### src/rtl/alsu_arb_pkg.sv
// Shared types and constants for the ALSU arbiter slice.
//   alsu_ctrl_t : ALSU control bundle, MSB..LSB = cin, serial_in, direction,
//                 red_op_a, red_op_b, bypass_a, bypass_b
//   arb_state_e : sequencer states
//   OP_*        : ALSU opcode encodings
package alsu_arb_pkg;

    localparam int unsigned OPC_W  = 3;
    localparam int unsigned OPND_W = 3;
    localparam int unsigned CTRL_W = 7;
    localparam int unsigned OUT_W  = 6;
    localparam int unsigned LEDS_W = 16;

    localparam logic [OPC_W-1:0] OP_OR     = 3'd0;
    localparam logic [OPC_W-1:0] OP_XOR    = 3'd1;
    localparam logic [OPC_W-1:0] OP_ADD    = 3'd2;
    localparam logic [OPC_W-1:0] OP_MULT   = 3'd3;
    localparam logic [OPC_W-1:0] OP_SHIFT  = 3'd4;
    localparam logic [OPC_W-1:0] OP_ROTATE = 3'd5;

    typedef struct packed {
        logic cin;
        logic serial_in;
        logic direction;
        logic red_op_a;
        logic red_op_b;
        logic bypass_a;
        logic bypass_b;
    } alsu_ctrl_t;

    typedef enum logic [1:0] {
        IDLE  = 2'd0,
        ISSUE = 2'd1,
        WAIT  = 2'd2,
        RESP  = 2'd3
    } arb_state_e;

    // Opcodes the ALSU rejects (it blinks its leds for these).
    function automatic logic is_reserved_op(input logic [OPC_W-1:0] op);
        return (op > OP_ROTATE);
    endfunction

endpackage

### src/rtl/rr_arbiter.sv
// Combinational round-robin grant.
//   req        : request vector
//   last_grant : index granted most recently; search starts one above it
//   grant      : one-hot grant (zero when no request)
//   grant_idx  : encoded grant index (0 when no request)
module rr_arbiter #(
    parameter int unsigned NUM_REQ = 2,
    parameter int unsigned ID_W    = $clog2(NUM_REQ)
) (
    input  logic [NUM_REQ-1:0] req,
    input  logic [ID_W-1:0]    last_grant,
    output logic [NUM_REQ-1:0] grant,
    output logic [ID_W-1:0]    grant_idx
);

    logic            found;
    logic [ID_W-1:0] idx;

    // Walk last_grant+1 .. last_grant+NUM_REQ (mod NUM_REQ); first hit wins.
    always_comb begin
        grant     = '0;
        grant_idx = '0;
        found     = 1'b0;
        idx       = '0;
        for (int unsigned k = 1; k <= NUM_REQ; k++) begin
            idx = ID_W'((32'(last_grant) + k) % NUM_REQ);
            if (!found && req[idx]) begin
                found      = 1'b1;
                grant[idx] = 1'b1;
                grant_idx  = idx;
            end
        end
    end

endmodule

### src/rtl/alsu_arbiter.sv
// Shares one ALSU between NUM_REQ requesters: round-robin accept, drive the
// ALSU inputs, wait ALSU_LAT cycles, capture the result, return a tagged
// response with backpressure.
//   clk, reset      : clock, synchronous active-low reset
//   req_*           : per-requester valid/ready and operation payload
//   alsu_*  (out)   : registered ALSU operand/control drive
//   alsu_out, leds  : ALSU result and invalid-operation indication
//   rsp_*           : response channel (valid/ready, id, result, error)
// Build option: define ALSU_ARB_ERR_EN to register rsp_err from alsu_leds;
// otherwise rsp_err is constant 0 and alsu_leds is ignored.
module alsu_arbiter
    import alsu_arb_pkg::*;
#(
    parameter int unsigned NUM_REQ  = 2,
    parameter int unsigned ALSU_LAT = 2,
    parameter int unsigned ID_W     = $clog2(NUM_REQ)
) (
    input  logic                           clk,
    input  logic                           reset,
    input  logic [NUM_REQ-1:0]             req_valid,
    output logic [NUM_REQ-1:0]             req_ready,
    input  logic [NUM_REQ-1:0][OPC_W-1:0]  req_opcode,
    input  logic [NUM_REQ-1:0][OPND_W-1:0] req_a,
    input  logic [NUM_REQ-1:0][OPND_W-1:0] req_b,
    input  alsu_ctrl_t [NUM_REQ-1:0]       req_ctrl,
    output logic [OPC_W-1:0]               alsu_opcode,
    output logic signed [OPND_W-1:0]       alsu_a,
    output logic signed [OPND_W-1:0]       alsu_b,
    output alsu_ctrl_t                     alsu_ctrl,
    input  logic [OUT_W-1:0]               alsu_out,
    input  logic [LEDS_W-1:0]              alsu_leds,
    output logic                           rsp_valid,
    input  logic                           rsp_ready,
    output logic [ID_W-1:0]                rsp_id,
    output logic [OUT_W-1:0]               rsp_out,
    output logic                           rsp_err
);

    localparam int unsigned CNT_W = (ALSU_LAT > 1) ? $clog2(ALSU_LAT) : 1;

    arb_state_e          state;
    arb_state_e          state_next;
    logic [NUM_REQ-1:0]  grant;
    logic [ID_W-1:0]     grant_idx;
    logic [ID_W-1:0]     last_grant;
    logic [CNT_W-1:0]    wait_cnt;
    logic                accept;
    logic                capture;

    // Grant selection
    rr_arbiter #(
        .NUM_REQ (NUM_REQ),
        .ID_W    (ID_W)
    ) u_rr_arbiter (
        .req        (req_valid),
        .last_grant (last_grant),
        .grant      (grant),
        .grant_idx  (grant_idx)
    );

    // State register
    always_ff @(posedge clk) begin
        if (!reset) begin
            state <= IDLE;
        end else begin
            state <= state_next;
        end
    end

    // Next state, ready and strobes; ready is masked while reset is low
    always_comb begin
        state_next = state;
        req_ready  = '0;
        accept     = 1'b0;
        capture    = 1'b0;
        case (state)
            IDLE: begin
                if (reset) begin
                    req_ready = grant;
                end
                accept = |(req_valid & req_ready);
                if (accept) begin
                    state_next = ISSUE;
                end
            end
            ISSUE: begin
                state_next = WAIT;
            end
            WAIT: begin
                if (wait_cnt == '0) begin
                    capture    = 1'b1;
                    state_next = RESP;
                end
            end
            RESP: begin
                if (rsp_ready) begin
                    state_next = IDLE;
                end
            end
            default: begin
                state_next = IDLE;
            end
        endcase
    end

    // Operation latch, grant pointer and response tag
    always_ff @(posedge clk) begin
        if (!reset) begin
            alsu_opcode <= '0;
            alsu_a      <= '0;
            alsu_b      <= '0;
            alsu_ctrl   <= '0;
            rsp_id      <= '0;
            last_grant  <= ID_W'(NUM_REQ - 1);
        end else if (accept) begin
            alsu_opcode <= req_opcode[grant_idx];
            alsu_a      <= req_a[grant_idx];
            alsu_b      <= req_b[grant_idx];
            alsu_ctrl   <= req_ctrl[grant_idx];
            rsp_id      <= grant_idx;
            last_grant  <= grant_idx;
        end
    end

    // Latency counter: loaded in ISSUE, counts down through WAIT
    always_ff @(posedge clk) begin
        if (!reset) begin
            wait_cnt <= '0;
        end else if (state == ISSUE) begin
            wait_cnt <= CNT_W'(ALSU_LAT - 1);
        end else if ((state == WAIT) && (wait_cnt != '0)) begin
            wait_cnt <= wait_cnt - CNT_W'(1);
        end
    end

    // Response result and valid; valid mirrors residency in RESP
    always_ff @(posedge clk) begin
        if (!reset) begin
            rsp_out   <= '0;
            rsp_valid <= 1'b0;
        end else begin
            if (capture) begin
                rsp_out <= alsu_out;
            end
            rsp_valid <= (state_next == RESP);
        end
    end

`ifdef ALSU_ARB_ERR_EN
    // Error flag sampled alongside the result
    always_ff @(posedge clk) begin
        if (!reset) begin
            rsp_err <= 1'b0;
        end else if (capture) begin
            rsp_err <= (alsu_leds != '0);
        end
    end
`else
    logic unused_leds;
    assign unused_leds = ^alsu_leds;
    assign rsp_err     = 1'b0;
`endif

endmodule

### config.mk
export PLATFORM = sky130hd
export DESIGN_NAME = alsu_arbiter
export DESIGN_NICKNAME = d
export VERILOG_FILES = /design/src/rtl/alsu_arb_pkg.sv /design/src/rtl/rr_arbiter.sv /design/src/rtl/alsu_arbiter.sv
export SDC_FILE = /design/constraint.sdc
export NUM_CORES = 1
export LEC_CHECK = 0
export ABC_CLOCK_PERIOD_IN_PS = 2700
export BUFFER_PORTS_ARGS = -buffer_cell sky130_fd_sc_hd__buf_4
export CORE_MARGIN = 1.5
export CORE_UTILIZATION = 45
export CTS_CLUSTER_DIAMETER = 60
export DETAILED_ROUTE_END_ITERATION = 12
export PLACE_DENSITY = 0.95
export SLEW_MARGIN = 10
export SYNTH_ARGS = -nofsm -noshare
export SYNTH_HDL_FRONTEND = slang
export SYNTH_SLANG_ARGS = --single-unit
export TNS_END_PERCENT = 5
### constraint.sdc
create_clock -name clk -period 2.7 [get_ports clk]
set_clock_uncertainty 0.05 [all_clocks]
set_input_delay 0.54 -clock clk [delete_from_list [all_inputs] [get_ports clk]]
set_output_delay 0.54 -clock clk [all_outputs]
set_load 0.01 [all_outputs]
==> metrics.yaml <==
holdCritPathClass: "in -> reg"
hold_depth: 2
min_to: "state[1]"
grt_max_degree: 31
port-buffer-count: 68
seq_area_frac_synth: 0.424
cpMaxStageDelayCell: "nor2b_1"
tightest_slew_ps: 844
synth-compound-area-share: 0.169
power_density_nw_per_um2: 534
maxSlewHeadroom: 0.436
synth_xor_area_frac: 0
crit_arrival_ps: 1680
yosysWarnings: 0
cts_root_buf: "clkbuf_4"
peakVddDrop_uv: 374
synth_top_family_by_area: "simple AND/OR/NAND/NOR gates"
r2r_setup_slack_ps: 950
intPower_uw: 699
cellLeakagePower_uw: 0.000777
final_core_util: 0.655
seq_power_share: 0.507
final.setup.tns_ps: 0
routed_wl_um: 3340
rr_worst_depth: 4
cp_data_required_time_ps: 2110
final_nets: 249
synth_mux_area_frac: 0.0530
rsz0062_at_grt: "false"
antenna_found_initial: 0
grt_use_total: 0.207
status: "completed"
fp-row-count: 19
start_util: 0.475
pre_cts_slack_ps: 492
grt_pass1_vias: 1212
postRouteAntennaNets: 0
p_switching_uw: 275
via_per_inst: 5.55
clk_pin_slew_ps: 150
htreeDepth: 1
clkPwrFrac: 0.210
drive_above_1_share: 0.407
netlist_area_um2: 1320
hpwl_um: 2580
maxCapViolCount: 0
drtIter0Drc: 27
synth-seq-cells: 28
grt-ovfl-total: 0
cts_hold_buffers: 0
design.portCount: 86
insertion_delay_ps: 320
hp-start: "rsp_ready"
dieArea_um2: 3270
finalSetupViolCount: 0
die_h_um: 57.2
antennaDiodeCount: 0
core_area_um2: 2780
r2r-end: "alsu_ctrl[2]"
via_count: 1221
finalPower_uw: 974
wl_per_cell_um: 15.2
cp-start-kind: "register"
reg2reg_from: "state[0]"
cts_buffer_depth: 2
cts.repair.resized: 0
synth_fp_nets: 187
crit_fanout: 17
areaGrowthSynthToFinish_pct: 38.0
critical-path-max-stage-delay_ps: 660
crit_chain: "nor2b_1 -> nor3b_1 -> buf_4"
synthSimpleGateAreaFrac: 0.257
fmax_mhz: 440
cts_tree: "yes"
switching_share: 0.282
synth_adder_area_share: 0.00758
synth_area_per_cell_um2: 10.3
synth.distinct_cells: 28
drc: 0
cts_made_buffers: 3
slew_violations: 0
die_width_um: 57.2
clkSinkCount: 28
gp_congestion: 0.788
period_share: 0.842
grt_pass1_wl_um: 5390
netlist_instances: 128
end_kind: "output pin"
postCtsSetupBuffers: 0
fin_ws_ps: 428
hold_violations: 0
final.min_clock_period_ps: 2270
critPathKind: "reg -> out"
power_frac_comb: 0.283
dr.pass1.iters: 4
==> worst max-delay path: cells and delay by family, from the launching register on <==
kind	cells	cell delay [ps]
and+or+nand+nor	2	810
buffers and inverters	1	190
DFF	1	360
==> flip-flops by register name (all words and copies together) (netlist names) <==
register	count
wait_cnt	1
alsu_ctrl	7
state	2
alsu_opcode	3
rsp_out	6
alsu_b	3
last_grant	1
alsu_a	3
rsp_valid	1
rsp_id	1
==> area by class of cell <==
type / count / area, um2
well taps: 31 / 38.8
multi-input cells: 85 / 651
flip-flops and latches: 28 / 561
repair buffers: 71 / 533
clock buffers: 4 / 36.3
fillers: 222 / 958
inverters: 1 / 3.75
==> cell usage in the layout, fill, tap and decap left out <==
cell type,netlist,final
maj3_1,1,1
or3_1,32,32
clkbuf_8,0,1
o21a_1,1,1
nor3b_1,2,2
o2111a_1,16,16
and3_1,1,1
clkbuf_4,0,3
buf_4,2,71
a31oi_1,1,1
and2_1,3,3
nor2b_1,7,7
a211oi_1,1,1
nor3b_2,1,1
nor3_1,2,1
conb_1,1,1
dfxtp_1,28,28
nor3_2,0,1
o2bb2ai_1,1,1
inv_1,1,1
nand2_1,2,2
nor2_1,2,2
o211ai_1,1,1
o21ai_0,1,1
mux2i_1,7,7
or3b_1,2,2
==> cells in the mapped netlist (all sizes together) <==
cell type,count,share of area
dfxtp,28,0.42
o2bb2ai,1,0.0066
buf,8,0.061
nand2,2,0.0057
a31oi,1,0.0047
dlymetal6s2s,1,0.0095
o21a,1,0.0057
and2,3,0.014
o211ai,1,0.0057
nor2b,7,0.033
nor2,2,0.0057
and3,1,0.0047
mux2i,7,0.053
or3b,2,0.013
nor3,2,0.0076
conb,1,0.0028
or3,32,0.15
nor3b,3,0.021
clkbuf,5,0.014
a211oi,1,0.0057
o2111a,16,0.14
maj3,1,0.0076
o21ai,1,0.0038
inv,1,0.0028
==> per-stage QoR <==
step | hold slack, ps | instances | instance area, um2
floorplan | 430 | 128 | 1320
global placement | 447 | 216 | 1790
detailed placement | 457 | 216 | 1790
CTS | 364 | 220 | 1820
global route | 360 | 220 | 1820
finish | 364 | 220 | 1820
==> metal layers <==
metal / vias up / global-route usage / share of wire
li1: 599 / - / -
met4: 0 / 0.0532 / 0.013
met2: 37 / 0.392 / 0.53
met5: - / 0 / 0
met1: 579 / 0.243 / 0.41
met3: 6 / 0.0295 / 0.047
==> cells by family (layout without fill, tap and decap cells) <==
| kind of cell | count (synthesis) | count (layout) |
|---|---|---|
| compound gates | 22 | 22 |
| fa+ha+maj | 1 | 1 |
| buf+inv | 15 | 76 |
| flops | 28 | 28 |
| mux | 7 | 7 |
| other cells | 1 | 1 |
| simple gates | 54 | 54 |
==> worst max-delay path by stage <==
stage / start / to / slack (ps)
after floorplan: req_valid[1] / req_ready[1] / 660
after global placement: req_valid[1] / req_ready[0] / 520
after detailed placement: req_valid[1] / req_ready[0] / 490
after CTS: last_grant / req_ready[0] / 450
after global routing: last_grant / req_ready[0] / 320
final: last_grant / req_ready[0] / 430
==> power groups by stage <==
stage                     registers (uW)  logic (uW)  clock network (uW)
after detailed placement             503         277                   0
after global placement               500         267                   0
final                                494         276                 205
after global routing                 500         299                 223
after CTS                            494         277                 208
after floorplan                      511         145                   0
Note: power is estimated with default switching activity, not from simulation.
